**src/rtl/lcd_frame_ctrl_if.sv**
```systemverilog
// LCD pin bundle between lcd_frame_ctrl (master) and the character LCD (slave).
interface lcd_frame_ctrl_if;
    logic [7:0] LCD_DATA;
    logic       LCD_RS;
    logic       LCD_RW;
    logic       LCD_EN;
    logic       LCD_ON;

    modport master (output LCD_DATA, output LCD_RS, output LCD_RW, output LCD_EN, output LCD_ON);
    modport slave  (input  LCD_DATA, input  LCD_RS, input  LCD_RW, input  LCD_EN, input  LCD_ON);
endinterface

```
**src/rtl/lcd_frame_ctrl.sv**
```systemverilog
// 16x2 HD44780 frame sequencer: power-up wait, init commands, then full-screen
// redraws fed from a combinational string ROM.
// Optional feature macro: LCD_AUTO_REFRESH_EN (continuous redraw when defined,
// redraw only on a state-code change when undefined).
module lcd_frame_ctrl #(
    parameter int unsigned SETUP_CYC   = 2,
    parameter int unsigned EN_CYC      = 12,
    parameter int unsigned HOLD_CYC    = 2500,
    parameter int unsigned CLR_CYC     = 100000,
    parameter int unsigned POWERUP_CYC = 1000000
) (
    input  logic              iCLK,
    input  logic              iRST_N,
    input  logic [4:0]        iSTATE_CODE,
    input  logic [7:0]        iCHAR,
    output logic [4:0]        oINDEX,
    output logic [4:0]        oSTATE_CODE,
    output logic              oBUSY,
    output logic              oFRAME_DONE,
    lcd_frame_ctrl_if.master  lcd
);

    localparam int unsigned MAX_AB  = (SETUP_CYC > EN_CYC) ? SETUP_CYC : EN_CYC;
    localparam int unsigned MAX_CD  = (HOLD_CYC > CLR_CYC) ? HOLD_CYC : CLR_CYC;
    localparam int unsigned MAX_AD  = (MAX_AB > MAX_CD) ? MAX_AB : MAX_CD;
    localparam int unsigned MAX_ALL = (MAX_AD > POWERUP_CYC) ? MAX_AD : POWERUP_CYC;
    localparam int unsigned CNT_W   = $clog2(MAX_ALL + 1);
    localparam int unsigned WR_W    = 6;
    localparam int unsigned LAST_INIT_WR  = 4;
    localparam int unsigned LAST_FRAME_WR = 33;

    typedef enum logic [2:0] {
        S_PWRUP,
        S_LOAD,
        S_SETUP,
        S_PULSE,
        S_HOLD,
        S_IDLE
    } state_t;

    state_t            state_q, state_d;
    logic [CNT_W-1:0]  cnt_q, cnt_d;
    logic              frame_q, frame_d;
    logic [WR_W-1:0]   wr_q, wr_d;
    logic [4:0]        index_q, index_d;
    logic [4:0]        code_q, code_d;
    logic [7:0]        data_q, data_d;
    logic              rs_q, rs_d;
    logic              en_q, en_d;
    logic              on_q, on_d;
    logic              busy_q, busy_d;
    logic              done_q, done_d;
    logic [CNT_W-1:0]  hold_last;
    logic              redraw;

    // Frame writes 0 and 17 are the line-address commands; the rest are characters.
    function automatic logic wr_is_char(input logic frame, input logic [WR_W-1:0] wr);
        return frame && (wr != WR_W'(0)) && (wr != WR_W'(17));
    endfunction

    // Command byte for a non-character write.
    function automatic logic [7:0] wr_cmd(input logic frame, input logic [WR_W-1:0] wr);
        logic [7:0] c;
        if (frame) begin
            c = (wr == WR_W'(0)) ? 8'h80 : 8'hC0;
        end else begin
            case (wr)
                WR_W'(0): c = 8'h38;
                WR_W'(1): c = 8'h0C;
                WR_W'(2): c = 8'h01;
                WR_W'(3): c = 8'h06;
                default:  c = 8'h80;
            endcase
        end
        return c;
    endfunction

    // ROM index of a character write, skipping the two command slots.
    function automatic logic [4:0] wr_char_idx(input logic [WR_W-1:0] wr);
        return (wr < WR_W'(17)) ? 5'(wr - WR_W'(1)) : 5'(wr - WR_W'(2));
    endfunction

    // Next-state and next-output logic for the write sequencer.
    always_comb begin
        state_d = state_q;
        cnt_d   = cnt_q;
        frame_d = frame_q;
        wr_d    = wr_q;
        index_d = index_q;
        code_d  = code_q;
        data_d  = data_q;
        rs_d    = rs_q;
        en_d    = en_q;
        on_d    = 1'b1;
        busy_d  = busy_q;
        done_d  = 1'b0;
        redraw  = 1'b0;

        // The clear command needs the long settle time.
        hold_last = (!rs_q && (data_q == 8'h01)) ? CNT_W'(CLR_CYC - 1) : CNT_W'(HOLD_CYC - 1);

        case (state_q)
            S_PWRUP: begin
                if (cnt_q == CNT_W'(POWERUP_CYC - 1)) begin
                    state_d = S_LOAD;
                    cnt_d   = '0;
                    frame_d = 1'b0;
                    wr_d    = '0;
                end else begin
                    cnt_d = cnt_q + CNT_W'(1);
                end
            end
            S_LOAD: begin
                state_d = S_SETUP;
                cnt_d   = '0;
                en_d    = 1'b0;
                rs_d    = wr_is_char(frame_q, wr_q);
                data_d  = wr_is_char(frame_q, wr_q) ? iCHAR : wr_cmd(frame_q, wr_q);
            end
            S_SETUP: begin
                if (cnt_q == CNT_W'(SETUP_CYC - 1)) begin
                    state_d = S_PULSE;
                    cnt_d   = '0;
                    en_d    = 1'b1;
                end else begin
                    cnt_d = cnt_q + CNT_W'(1);
                end
            end
            S_PULSE: begin
                if (cnt_q == CNT_W'(EN_CYC - 1)) begin
                    state_d = S_HOLD;
                    cnt_d   = '0;
                    en_d    = 1'b0;
                end else begin
                    cnt_d = cnt_q + CNT_W'(1);
                end
            end
            S_HOLD: begin
                if (cnt_q == hold_last) begin
                    cnt_d = '0;
                    if (!frame_q && (wr_q == WR_W'(LAST_INIT_WR))) begin
                        state_d = S_LOAD;
                        frame_d = 1'b1;
                        wr_d    = '0;
                    end else if (frame_q && (wr_q == WR_W'(LAST_FRAME_WR))) begin
                        state_d = S_IDLE;
                    end else begin
                        state_d = S_LOAD;
                        wr_d    = wr_q + WR_W'(1);
                    end
                end else begin
                    cnt_d = cnt_q + CNT_W'(1);
                end
            end
            S_IDLE: begin
`ifdef LCD_AUTO_REFRESH_EN
                redraw = 1'b1;
`else
                redraw = (iSTATE_CODE != code_q);
`endif
                if (redraw) begin
                    state_d = S_LOAD;
                    cnt_d   = '0;
                    frame_d = 1'b1;
                    wr_d    = '0;
                end
            end
            default: begin
                state_d = S_PWRUP;
                cnt_d   = '0;
            end
        endcase

        // Entering LOAD: present the ROM index and, on a frame's first write, freeze the text.
        if (state_d == S_LOAD) begin
            if (wr_is_char(frame_d, wr_d)) begin
                index_d = wr_char_idx(wr_d);
            end
            if (frame_d && (wr_d == '0)) begin
                code_d = iSTATE_CODE;
            end
        end

        done_d = frame_q && (wr_q == WR_W'(LAST_FRAME_WR)) && (state_d == S_HOLD) && (cnt_d == hold_last);
        busy_d = (state_d != S_IDLE);
    end

    // State and output registers.
    always_ff @(posedge iCLK or negedge iRST_N) begin
        if (!iRST_N) begin
            state_q <= S_PWRUP;
            cnt_q   <= '0;
            frame_q <= 1'b0;
            wr_q    <= '0;
            index_q <= '0;
            code_q  <= '0;
            data_q  <= '0;
            rs_q    <= 1'b0;
            en_q    <= 1'b0;
            on_q    <= 1'b0;
            busy_q  <= 1'b1;
            done_q  <= 1'b0;
        end else begin
            state_q <= state_d;
            cnt_q   <= cnt_d;
            frame_q <= frame_d;
            wr_q    <= wr_d;
            index_q <= index_d;
            code_q  <= code_d;
            data_q  <= data_d;
            rs_q    <= rs_d;
            en_q    <= en_d;
            on_q    <= on_d;
            busy_q  <= busy_d;
            done_q  <= done_d;
        end
    end

    assign oINDEX       = index_q;
    assign oSTATE_CODE  = code_q;
    assign oBUSY        = busy_q;
    assign oFRAME_DONE  = done_q;
    assign lcd.LCD_DATA = data_q;
    assign lcd.LCD_RS   = rs_q;
    assign lcd.LCD_RW   = 1'b0;
    assign lcd.LCD_EN   = en_q;
    assign lcd.LCD_ON   = on_q;

endmodule

```
**src/flat_wrapper.sv**
```systemverilog
// flat-port wrapper written by rule: the top's interface ports become plain ports
module lcd_frame_ctrl_flat 
#(
    parameter int unsigned SETUP_CYC   = 2,
    parameter int unsigned EN_CYC      = 12,
    parameter int unsigned HOLD_CYC    = 2500,
    parameter int unsigned CLR_CYC     = 100000,
    parameter int unsigned POWERUP_CYC = 1000000
)
  (iCLK, iRST_N, iSTATE_CODE, iCHAR, oINDEX, oSTATE_CODE, oBUSY, oFRAME_DONE, lcd_LCD_DATA, lcd_LCD_RS, lcd_LCD_RW, lcd_LCD_EN, lcd_LCD_ON);
  lcd_frame_ctrl_if lcd_i ();
  input  logic iCLK;
  input  logic iRST_N;
  input  logic [4:0] iSTATE_CODE;
  input  logic [7:0] iCHAR;
  output logic [4:0] oINDEX;
  output logic [4:0] oSTATE_CODE;
  output logic oBUSY;
  output logic oFRAME_DONE;
  output wire logic [$bits(lcd_i.LCD_DATA)-1:0] lcd_LCD_DATA;
  output wire logic [$bits(lcd_i.LCD_RS)-1:0] lcd_LCD_RS;
  output wire logic [$bits(lcd_i.LCD_RW)-1:0] lcd_LCD_RW;
  output wire logic [$bits(lcd_i.LCD_EN)-1:0] lcd_LCD_EN;
  output wire logic [$bits(lcd_i.LCD_ON)-1:0] lcd_LCD_ON;
  assign lcd_LCD_DATA = lcd_i.LCD_DATA;
  assign lcd_LCD_RS = lcd_i.LCD_RS;
  assign lcd_LCD_RW = lcd_i.LCD_RW;
  assign lcd_LCD_EN = lcd_i.LCD_EN;
  assign lcd_LCD_ON = lcd_i.LCD_ON;
  lcd_frame_ctrl #(.SETUP_CYC(SETUP_CYC), .EN_CYC(EN_CYC), .HOLD_CYC(HOLD_CYC), .CLR_CYC(CLR_CYC), .POWERUP_CYC(POWERUP_CYC)) u_core (.iCLK(iCLK), .iRST_N(iRST_N), .iSTATE_CODE(iSTATE_CODE), .iCHAR(iCHAR), .oINDEX(oINDEX), .oSTATE_CODE(oSTATE_CODE), .oBUSY(oBUSY), .oFRAME_DONE(oFRAME_DONE), .lcd(lcd_i));
endmodule
```
**config.mk**
```make
export PLATFORM = sky130hd
export DESIGN_NAME = lcd_frame_ctrl_flat
export DESIGN_NICKNAME = d
export VERILOG_FILES = /design/src/rtl/lcd_frame_ctrl_if.sv /design/src/rtl/lcd_frame_ctrl.sv /design/src/flat_wrapper.sv
export SDC_FILE = /design/constraint.sdc
export NUM_CORES = 1
export LEC_CHECK = 0
export BUFFER_PORTS_ARGS = -buffer_cell sky130_fd_sc_hd__buf_2
export CAP_MARGIN = 20
export CORE_MARGIN = 5
export CORE_UTILIZATION = 45
export CTS_BUF_LIST = sky130_fd_sc_hd__clkbuf_4 sky130_fd_sc_hd__clkbuf_8 sky130_fd_sc_hd__clkbuf_16
export CTS_CLUSTER_SIZE = 24
export DETAILED_ROUTE_END_ITERATION = 10
export GPL_TIMING_DRIVEN = 0
export SLEW_MARGIN = 20
export SYNTH_ARGS = -nofsm -noshare
export SYNTH_HDL_FRONTEND = slang
export SYNTH_SLANG_ARGS = --single-unit
```
**constraint.sdc**
```tcl
create_clock -name iCLK -period 4 [get_ports iCLK]
set_input_delay 0.4 -clock iCLK [delete_from_list [all_inputs] [get_ports iCLK]]
set_output_delay 0.4 -clock iCLK [all_outputs]
set_load 0.005 [all_outputs]
```
==> summary.txt, run 1 <==
Setup path
  – Crit-path cells: clkbuf_1 -> nor4_1 -> nand4_1 -> nor3_1 -> o31ai_2 -> nor2_4 -> buf_2 -> o21ai_0 -> nand2_1 -> nor4bb_1 -> o2111a_1
  – CP required: 4.25 ns
  – Crit start category: flop
  – Critical Path Sink Type: flop
  – Crit path max fanout: 10
  – CP Data Arrival Time: 4.02 ns
  – Reg-to-reg slack, setup: 0.23 ns
  – Critical path's slowest cell: nor3_1
  – Critical path class: flop to flop
  – Worst stage delay on the critical path: 0.59 ns

Finish
  – Layout cells sized above 1: 19.5%
  – Total Nets Final: 519
  – Area delta synth->final: 12.6%
  – Diodes inserted: 0
  – Fillers: 795
  – Area occupied by multi-input gates: 0.00234 sq mm
  – Storage element area: 0.00133 sq mm

Logic synthesis
  – Total number of yosys warnings: 0
  – Synthesized Nets: 471
  – Register area share after synthesis: 34.7%
  – Synth area leader: dfrtp_1
  – EDFF count, synth: 0
  – Top cell type's share of synthesized area: 34.0%
  – FFs w/ async S/R, synth: 100%
  – Synth Cell Area: 0.00383 sq mm
  – Area contributors post-synth: dfrtp_1, nand2_1, o21ai_0
  – #FFs+latches synth: 53
  – Syn_area_per_cell: 8.60 sq um
  – Synthesized instance count: 445
  – Main synth FF type: dfrtp_1
  – Count of cell types in the netlist: 81

Power and ir drop
  – P per Cell Area: 206 mW/mm^2
  – Psw: 0.198 mW
  – Lkg Pwr: 1.83 nW
  – Power Internal: 0.689 mW
  – Logic pwr share: 2.9%
  – Power share of the sequential group: 60.4%
  – Worst vdd ir: 0.138 mV
  – Clock power frac: 36.7%
  – Net Sw Frac: 22.3%

Hold path
  – Worst hold path type: input pin to async pin

Clock network
  – Hold Buf Count CTS: 0
  – CTS tree: yes
  – Clk slew on worst S/H paths: 0.10 ns
  – CTS H-Tree Depth: 2
  – Total CTS buffers: 5
  – Clock Latency Late Sink: 0.31 ns
  – Clock tree sinks: 53
  – Max Root-Sink Buffers: 2
  – Root buffer selected by CTS: clkbuf_8

Routing
  – DRC violations left: 0
  – Antenna violation net count after detailed routing: 0
  – 1st-iter DRT viols: 261
  – DRT Wirelength: 10800 um
  – Via/cell ratio: 5.93
  – Via count: 3544
  – Wire length per cell: 18.0 um
  – Drt first pass iters: 5

STA
  – Fin crit period: 3.77 ns
  – Hold Slack: 0.125 ns
  – Final hold violations: 0
  – Relative slew slack: 49.7%
  – RSZ-0062 raised after global routing: no
  – Pins Over Slew Limit: 0
  – Final Cycle Share: 94.3%
  – Final Setup Violations: 0
  – Worst Slack Setup Final: 0.229 ns
  – Max Clock Freq: 265 MHz
  – Worst slew pin tran: 0.747 ns
  – Clock Skew: 0.00787 ns

Die
  – Die X: 102 um
  – Total die area: 0.0104 sq mm
  – FP Rows: 33
  – IO Count: 39
  – Total core area: 0.00826 sq mm
  – Starting Density: 46.3%
  – Die height: 102 um

Place
  – Routability cong.: 0.961
  – Worst slack, placed: -0.505 ns
  – Port bufs: 37
  – Detailed Place HPWL: 7900 um

GRT
  – Largest net degree at the start of global routing: 54
  – Vias in the first global route: 3357
  – First-pass GRT wire length: 17400 um
  – Global-route usage over all layers: 20.8%
  – Remaining global-route overflow: 0
  – Initial antenna violation count: 0

Status
  – Status: complete, no violations

Run
  – Max-cap violations: 0
## placed cells by master (no fill, tap or decap), types with 4 or more instances in the layout
cell type,synthesis,layout
nand2_1,56,56
dfrtp_1,52,52
buf_2,2,38
o21ai_0,30,30
nor2_1,27,27
inv_1,20,20
nand3_1,21,20
a21oi_1,18,18
nor3_1,17,15
clkbuf_1,15,14
and3_1,11,11
ha_1,11,9
nor4_1,9,8
a31oi_1,8,8
xnor2_1,8,8
buf_4,2,8
nand4_1,7,7
xor2_1,7,7
or3_1,7,7
mux2_4,6,6
o211ai_1,6,6
o31ai_1,6,6
clkbuf_8,0,6
or4_4,4,4
o41ai_1,4,4
nor2b_1,4,4
a211oi_1,4,4
or4_1,4,4
## what timing repair did
item	CTS	global route
setup buffers	3	2
endpoints found under the setup margin	11	15
pin swaps	1	2
gates resized for setup	3	6
## cells by family (layout without fill, tap and decap cells)
| kind of cell | after synthesis | count (layout) | share of synthesized area (%) |
|---|---|---|---|
| adder cells (fa/ha/maj) | 11 | 11 | 3.60 |
| AND/OR/NAND/NOR | 194 | 194 | 27.7 |
| XOR/XNOR | 15 | 15 | 3.43 |
| flip-flops | 53 | 53 | 34.7 |
| other | 2 | 2 | 0.196 |
| buffers and inverters | 45 | 93 | 5.20 |
| multiplexers | 10 | 10 | 3.73 |
| AO/OA/AOI/OAI | 115 | 115 | 21.4 |
## power groups by stage
stage | sequential, mW | clock, mW | combinational [mW]
2_1_floorplan | 0.547 | 0 | 0.00499
3_3_place_gp | 0.547 | 0 | 0.0255
3_5_place_dp | 0.547 | 0 | 0.0264
4_1_cts | 0.536 | 0.336 | 0.0263
5_1_grt | 0.536 | 0.350 | 0.0300
6_report | 0.536 | 0.326 | 0.0254
## layout make-up
type	count	share of cell area, %
Multi-Input combinational cell	347	54.3
Clock buffer	7	2.09
Inverter	23	2.12
Timing Repair Buffer	42	5.23
Tap cell	105	3.05
Sequential cell	53	30.8
Buffer	21	2.41
## critical path: cells and delay by family (launching register included)
kind	cells	cell delay [ns]
simple gates	6	2.28
compound gates	3	0.59
buf+inv	2	0.46
flops	1	0.37
## flip-flops by register name, summed over array words and instances, names as in the netlist, 3 cells and up
signal,count
u_core.cnt_q,20
u_core.lcd.LCD_DATA,8
u_core.oINDEX,5
u_core.oSTATE_CODE,5
u_core.state_q,3
u_core.wr_q,6
## stage by stage
| step | total power, mW | std cells | area [sq um] | setup TNS (ns) | util [%] |
|---|---|---|---|---|---|
| 3_5_place_dp | 0.573 | 587 | 4150 | -3.72 | 50.2 |
| 6_report | 0.887 | 598 | 4310 | 0 | 52.2 |
| 4_1_cts | 0.898 | 597 | 4270 | 0 | 51.8 |
| 3_3_place_gp | 0.572 | 587 | 4140 | -3.39 | 50.2 |
| 2_1_floorplan | 0.552 | 445 | 3830 | 0 | - |
| 5_1_grt | 0.917 | 598 | 4310 | 0 | 52.2 |
## Yosys cell counts, types with 3 or more instances
| master | count |
|---|---|
| a211oi_1 | 4 |
| a21oi_1 | 18 |
| a221oi_1 | 3 |
| a31oi_1 | 8 |
| and2_1 | 3 |
| and3_1 | 11 |
| clkbuf_1 | 15 |
| dfrtp_1 | 52 |
| ha_1 | 11 |
| inv_1 | 20 |
| mux2_4 | 6 |
| mux2i_1 | 3 |
| nand2_1 | 56 |
| nand3_1 | 21 |
| nand4_1 | 7 |
| nor2_1 | 27 |
| nor2b_1 | 4 |
| nor3_1 | 17 |
| nor3b_1 | 3 |
| nor4_1 | 9 |
| o211ai_1 | 6 |
| o21a_1 | 3 |
| o21ai_0 | 30 |
| o31ai_1 | 6 |
| o41ai_1 | 4 |
| or2_2 | 3 |
| or3_1 | 7 |
| or4_1 | 4 |
| or4_4 | 4 |
| xnor2_1 | 8 |
| xor2_1 | 7 |
## path summary, 6_finish.rpt
kind,start,end,cells after the start
min in group iCLK,iCHAR[2],u_core.lcd.LCD_DATA[2],3
worst max register to register,u_core.cnt_q[5],u_core.oFRAME_DONE,11
worst min register to register,u_core.oINDEX[2],u_core.oINDEX[2],1
max in group asynchronous,iRST_N,u_core.wr_q[5],1
worst min-delay path,iRST_N,u_core.cnt_q[16],1
worst max-delay path,u_core.cnt_q[5],u_core.oFRAME_DONE,11
## per-layer routing
metal	track usage (%)	share of wire [%]
met5	0	0
met4	4.74	0.96
met3	3.41	5.9
met2	30.3	42
met1	32.2	51
Power figures use the tool's default switching activity.
==> run 2: changes to the inputs <==
Settings changed: REMOVE_ABC_BUFFERS set to 1.
==> run 2 against run 1 <==
Against the previous run:
- flip-flop and latch count unchanged
- first-iteration DRC count down 25%
- highest routed layer unchanged
- non-clock buffer count down 14
- global-route usage down 0.78 points
- via count up 1.1%
- die area unchanged
- final cell count down 2.0%
- maximum frequency down 0.58%
- critical path depth up 1
- sequential share of layout area up 0.38 points
- power up 0.55%
==> summary.txt, run 2 (synthesis gave the netlist of run 1 again) <==
Die
  – Total die area: 0.0104 sq mm (unchanged)
  – IO Count: 39 (unchanged)
  – FP Rows: 33 (unchanged)
  – Starting Density: 46.3% (unchanged)
  – Die height: 102 um (unchanged)
  – Total core area: 0.00826 sq mm (unchanged)
  – Die X: 102 um (unchanged)

GRT
  – Remaining global-route overflow: 0 (unchanged)
  – Initial antenna violation count: 0 (unchanged)
  – Vias in the first global route: 3319 (-1.1%)
  – Global-route usage over all layers: 20.0% (-0.78 points)
  – Largest net degree at the start of global routing: 54 (unchanged)
  – First-pass GRT wire length: 16800 um (-3.5%)

Finish
  – Biggest register: u_core.cnt_q
  – Fillers: 825 (+3.8%)
  – Area delta synth->final: 11.4%
  – Diodes inserted: 0 (unchanged)
  – Leading cell type in the layout, fill and taps excluded: nand2_1
  – Total Nets Final: 506 (-2.5%)
  – Layout cells sized above 1: 20.4% (+0.90 points)
  – Max FFs per register: 20 (unchanged)
  – Non-filler cells, final: 586 (-2.0%)
  – Most frequent cells in the layout: nand2_1, dfrtp_1, buf_2

Setup path
  – Critical path's slowest cell: or4_4
  – Critical path class: flop to flop
  – Crit path max fanout: 15 (+5)
  – Bufs and invs on worst path: 2 (unchanged)
  – CP required: 4.23 ns (-0.02 ns)
  – Worst stage delay on the critical path: 0.53 ns (-0.06 ns)
  – Crit-path cells: or3b_1 -> or4_4 -> mux2_4 -> o311ai_0 -> o211ai_1 -> inv_1 -> ha_1 -> inv_1 -> nor4_2 -> o21ai_1 -> or2_0 -> a31oi_1
  – Critical Path Sink Type: flop
  – Most used cell, CP: inv_1
  – Crit path max-delay family: simple AND/OR/NAND/NOR gates
  – Crit start category: flop
  – CP Data Arrival Time: 4.03 ns (about the same)

Routing
  – Via count: 3583 (+1.1%)
  – Via/cell ratio: 6.11 (+3.2%)
  – Wire length per cell: 17.4 um (-3.5%)
  – Drt first pass iters: 4 (-1)
  – DRC violations left: 0 (unchanged)
  – 1st-iter DRT viols: 196 (-25%)
  – DRT Wirelength: 10200 um (-5.4%)
  – Antenna violation net count after detailed routing: 0 (unchanged)

Power and ir drop
  – Power Internal: 0.692 mW (+0.35%)
  – Psw: 0.200 mW (+1.2%)
  – Net Sw Frac: 22.5% (+0.15 points)
  – Power share of the sequential group: 60.1% (-0.3 points)
  – Logic pwr share: 2.7% (-0.2 points)
  – Worst vdd ir: 0.135 mV (-2.0%)
  – P per Cell Area: 209 mW/mm^2 (+1.6%)
  – Clock power frac: 37.2% (+0.5 points)
  – Lkg Pwr: 1.82 nW (-0.45%)

Place
  – Placed Instances: 565 (-3.7%)
  – Port bufs: 37 (unchanged)
  – Detailed Place HPWL: 7200 um (-8.8%)
  – Worst slack, placed: -0.335 ns (+0.170 ns)
  – Routability cong.: 0.838 (-13%)

STA
  – Pins Over Slew Limit: 0 (unchanged)
  – Fin crit period: 3.79 ns (+0.0220 ns)
  – Worst slew pin tran: 0.798 ns (+0.0507 ns)
  – RSZ-0062 raised after global routing: no
  – Final hold violations: 0 (unchanged)
  – Worst Slack Setup Final: 0.207 ns (-0.0220 ns)
  – Clock Skew: 0.0114 ns (+0.00356 ns)
  – Max Clock Freq: 264 MHz (-0.58%)
  – Final Setup Violations: 0 (unchanged)
  – Final setup TNS: 0 ns (unchanged)
  – Relative slew slack: 46.3% (-3.4 points)
  – Final Cycle Share: 94.8% (+0.55 points)

Status
  – Status: complete, no violations

Clock network
  – Max Root-Sink Buffers: 2 (unchanged)
  – Clock tree sinks: 53 (unchanged)
  – Clock Latency Late Sink: 0.31 ns (about the same)
  – Hold Buf Count CTS: 0 (unchanged)
  – Root buffer selected by CTS: clkbuf_8
  – CTS H-Tree Depth: 2 (unchanged)
  – CTS tree: yes
  – Clk slew on worst S/H paths: 0.10 ns (about the same)
  – Total CTS buffers: 5 (unchanged)

Hold path
  – Worst hold path type: input pin to async pin

Run
  – Max-cap violations: 0 (unchanged)
run 2: cell count changes in the layout (fill, tap and decap cells not counted), sizes merged:
cell	before	now
clkinvlp	0	1
nor2	29	30
clkbuf	21	7
run 2: power groups by stage:
stage / combinational (mW) / clock (mW) / sequential, mW
floorplan: 0.00428 / 0 / 0.547
global placement: 0.0244 / 0 / 0.547
detailed placement: 0.0251 / 0 / 0.547
CTS: 0.0252 / 0.344 / 0.536
global route: 0.0281 / 0.363 / 0.536
finish: 0.0242 / 0.332 / 0.536
run 2: path summary, 6_finish.rpt:
check | from | endpoint | slack (ns) | cells past startpoint
worst max register to register | u_core.cnt_q[8] | u_core.oINDEX[1] | 0.21 | 12
max in group asynchronous | iRST_N | u_core.cnt_q[8] | 3.37 | 1
worst max-delay path | u_core.cnt_q[8] | u_core.oINDEX[1] | 0.21 | 12
worst min register to register | u_core.oINDEX[2] | u_core.oINDEX[2] | 0.50 | 1
min in group iCLK | iCHAR[2] | u_core.lcd.LCD_DATA[2] | 0.34 | 3
worst min-delay path | iRST_N | u_core.cnt_q[3] | 0.11 | 1
run 2: layout make-up:
class / instances / area (sq um) / share of cell area [%]
Multi-Input combinational cell: 348 / 2320 / 54.5
Sequential cell: 53 / 1330 / 31.2
Timing Repair Buffer: 49 / 290 / 6.81
Tap cell: 105 / 131 / 3.08
Inverter: 23 / 91.3 / 2.14
Clock buffer: 7 / 90.1 / 2.11
Clock inverter: 1 / 7.51 / 0.176
run 2: timing repair:
| action | CTS | global route |
|---|---|---|
| cloned | 1 | 0 |
| buffers inserted | 4 | 8 |
| pin swaps | 3 | 3 |
| hold endpoints to repair | 0 | 0 |
| resized for setup | 1 | 6 |
| setup endpoints to repair | 11 | 11 |
run 2: routing by layer:
| metal | vias up | global-route usage (%) | share of wire (%) |
|---|---|---|---|
| met4 | 0 | 6.86 | 1.5 |
| met5 | - | 0 | 0 |
| li1 | 1719 | - | - |
| met1 | 1777 | 27.6 | 45 |
| met3 | 12 | 2.87 | 3.7 |
| met2 | 75 | 32.3 | 49 |
run 2: per-stage QoR:
step / util, % / power [mW] / hold slack [ns] / cell area (sq um)
final: 51.6 / 0.892 / 0.114 / 4260
after global placement: 48.9 / 0.571 / 0.476 / 4040
after detailed placement: 48.9 / 0.572 / 0.482 / 4040
after floorplan: - / 0.551 / 0.104 / 3720
after CTS: 50.6 / 0.906 / 0.149 / 4180
after global routing: 51.6 / 0.927 / 0.175 / 4260
==> run 3: changes to the inputs <==
Settings changed: PLACE_DENSITY_LB_ADDON set to 0.15.
Clock period 4 ns to 4.36 ns, I/O delays scaled along.
==> run 3 against run 2 <==
Against the previous run:
- sequential power down 8.2%
- first-iteration DRC count down 32%
- final area shrank 2.2%
- worst setup slack improved by 0.073 ns
- worst hold slack improved by 0.039 ns
- clock skew shrank 0.0038 ns
- clock power is 6% higher
- power decreased by 3.1%
- die area unchanged
- via count fell by 5.6%
- combinational power fell by 9.5%
- routed wire length is 3.6% lower
==> summary.txt, run 3 (synthesis gave the netlist of run 1 again) <==
Status
  – Status: complete, no violations

Routing
  – Drt first pass iters: 5 (+1)
  – DRC violations left: 0 (unchanged)
  – 1st-iter DRT viols: 133 (-32%)
  – DRT Wirelength: 9820 um (-3.6%)
  – Via/cell ratio: 5.90 (-3.4%)
  – Via count: 3383 (-5.6%)
  – Antenna violation net count after detailed routing: 0 (unchanged)
  – Wire length per cell: 17.1 um (-1.4%)

Finish
  – Leading cell type in the layout, fill and taps excluded: nand2_1
  – Diodes inserted: 0 (unchanged)
  – Layout cells sized above 1: 17.3% (-3.1 points)
  – Total Nets Final: 493 (-2.6%)
  – Max FFs per register: 20 (unchanged)
  – Most frequent cells in the layout: nand2_1, dfrtp_1, buf_2
  – Area delta synth->final: 8.96%
  – Biggest register: u_core.cnt_q

Power and ir drop
  – Logic pwr share: 2.5% (-0.2 points)
  – Psw: 0.172 mW (-14%)
  – Power share of the sequential group: 56.9% (-3.2 points)
  – P per Cell Area: 207 mW/mm^2 (-0.92%)
  – Net Sw Frac: 19.9% (-2.6 points)
  – Worst vdd ir: 0.116 mV (-14%)
  – Power Internal: 0.692 mW (about the same)
  – Lkg Pwr: 1.77 nW (-2.6%)
  – Clock power frac: 40.6% (+3.4 points)

GRT
  – Vias in the first global route: 3320 (+0.030%)
  – Remaining global-route overflow: 0 (unchanged)
  – Initial antenna violation count: 0 (unchanged)
  – Global-route usage over all layers: 19.6% (-0.44 points)
  – Largest net degree at the start of global routing: 54 (unchanged)
  – First-pass GRT wire length: 16400 um (-2.2%)

STA
  – RSZ-0062 raised after global routing: no
  – Final setup TNS: 0 ns (unchanged)
  – Relative slew slack: 41.7% (-4.6 points)
  – Final hold violations: 0 (unchanged)
  – Max Clock Freq: 245 MHz (-7.0%)
  – Pins Over Slew Limit: 0 (unchanged)
  – Fin crit period: 4.08 ns (+0.287 ns)
  – Final Cycle Share: 93.6% (-1.3 points)
  – Worst slew pin tran: 0.866 ns (+0.0684 ns)
  – Clock Skew: 0.00761 ns (-0.00382 ns)
  – Final Setup Violations: 0 (unchanged)
  – Worst Slack Setup Final: 0.280 ns (+0.0735 ns)

Clock network
  – Hold Buf Count CTS: 0 (unchanged)
  – Clock tree sinks: 53 (unchanged)
  – Total CTS buffers: 5 (unchanged)
  – CTS tree: yes
  – Post-CTS Setup Inserts: 0 (-4)
  – CTS H-Tree Depth: 2 (unchanged)
  – Root buffer selected by CTS: clkbuf_8
  – Clk slew on worst S/H paths: 0.09 ns (about the same)
  – Clock Latency Late Sink: 0.30 ns (about the same)
  – Max Root-Sink Buffers: 2 (unchanged)

Place
  – Detailed Place HPWL: 7380 um (+2.5%)
  – Worst slack, placed: 0.0620 ns (+0.397 ns)
  – Port bufs: 37 (unchanged)
  – Routability cong.: 0.907 (+8.2%)

Setup path
  – CP Data Arrival Time: 4.31 ns (+0.28 ns)
  – Crit path to: u_core.oINDEX[1]
  – Crit path launch: u_core.cnt_q[9]
  – Crit start category: flop
  – Reg-to-Reg End: u_core.oINDEX[1]
  – RR Startpoint: u_core.cnt_q[9]
  – Critical Path Sink Type: flop
  – Worst Reg-to-Reg Cells: 12 (unchanged)
  – Critical path class: flop to flop
  – Reg-to-reg slack, setup: 0.28 ns (+0.07 ns)
  – CP required: 4.59 ns (+0.36 ns)
  – Crit path max fanout: 14 (-1)

Die
  – Starting Density: 46.3% (unchanged)
  – Total die area: 0.0104 sq mm (unchanged)
  – Die X: 102 um (unchanged)
  – FP Rows: 33 (unchanged)
  – IO Count: 39 (unchanged)
  – Total core area: 0.00826 sq mm (unchanged)
  – Die height: 102 um (unchanged)

Run
  – Max-cap violations: 0 (unchanged)

Hold path
  – Worst hold path type: input pin to async pin
run 3: changes by cell type in the layout (fill, tap and decap cells not counted), sizes merged:
cell and change:
clkinvlp -1, bufinv +1, nor2 -1, buf -12
run 3: how the worst min path moves through the flow:
stage,depth (start not counted),endpoint
final,1,u_core.cnt_q[2]
after global routing,1,u_core.cnt_q[3]
after CTS,1,u_core.cnt_q[3]
after detailed placement,1,u_core.oINDEX[2]
after global placement,1,u_core.oINDEX[2]
after floorplan,0,u_core.cnt_q[0]
run 3: worst max-delay path, cell delays in order (launching register included):
cell     delay [ns]
dfrtp_1        0.63
or3b_1         0.42
or4_4          0.53
mux2_4         0.35
nor3_1         0.22
o21ai_1        0.15
a22oi_2        0.44
ha_1           0.33
inv_1          0.07
nor4_2         0.34
o21ai_1        0.16
or2_0          0.22
a31oi_1        0.15
run 3: layer usage:
layer	routed length [um]	up-vias	part of all wire, %	global-route usage, %
li1	-	1683	-	-
met5	0	-	0	0
met3	324	6	3.3	2.80
met2	4950	60	50	34.0
met1	4470	1634	46	26.3
met4	64	0	0.65	3.63
run 3: metrics by stage:
step | util (%) | instances | hold slack (ns) | total power, mW | area, sq um
after floorplan | - | 423 | 0.140 | 0.506 | 3720
final | 50.5 | 573 | 0.152 | 0.864 | 4170
after global placement | 48.9 | 565 | 0.476 | 0.524 | 4040
after detailed placement | 48.9 | 565 | 0.476 | 0.525 | 4040
after CTS | 50.3 | 573 | 0.188 | 0.882 | 4160
after global routing | 50.5 | 573 | 0.221 | 0.902 | 4170
run 3: power groups by stage:
stage / clock network, mW / registers [mW] / logic, mW
floorplan: 0 / 0.502 / 0.00392
global placement: 0 / 0.501 / 0.0224
detailed placement: 0 / 0.501 / 0.0231
CTS: 0.367 / 0.492 / 0.0231
global route: 0.385 / 0.492 / 0.0259
finish: 0.351 / 0.492 / 0.0219
run 3: timing repair:
action,CTS,global route
hold endpoints to repair,0,0
endpoints found under the setup margin,0,10
gates resized for setup,0,3
run 3: cell type report:
class / instances / area [sq um]
clock buffers: 7 / 90.1
well taps: 105 / 131
repair buffers: 37 / 188
flip-flops and latches: 53 / 1330
clock inverters: 1 / 30.0
fillers: 833 / 4090
inverters: 23 / 91.3
multi-input cells: 347 / 2310
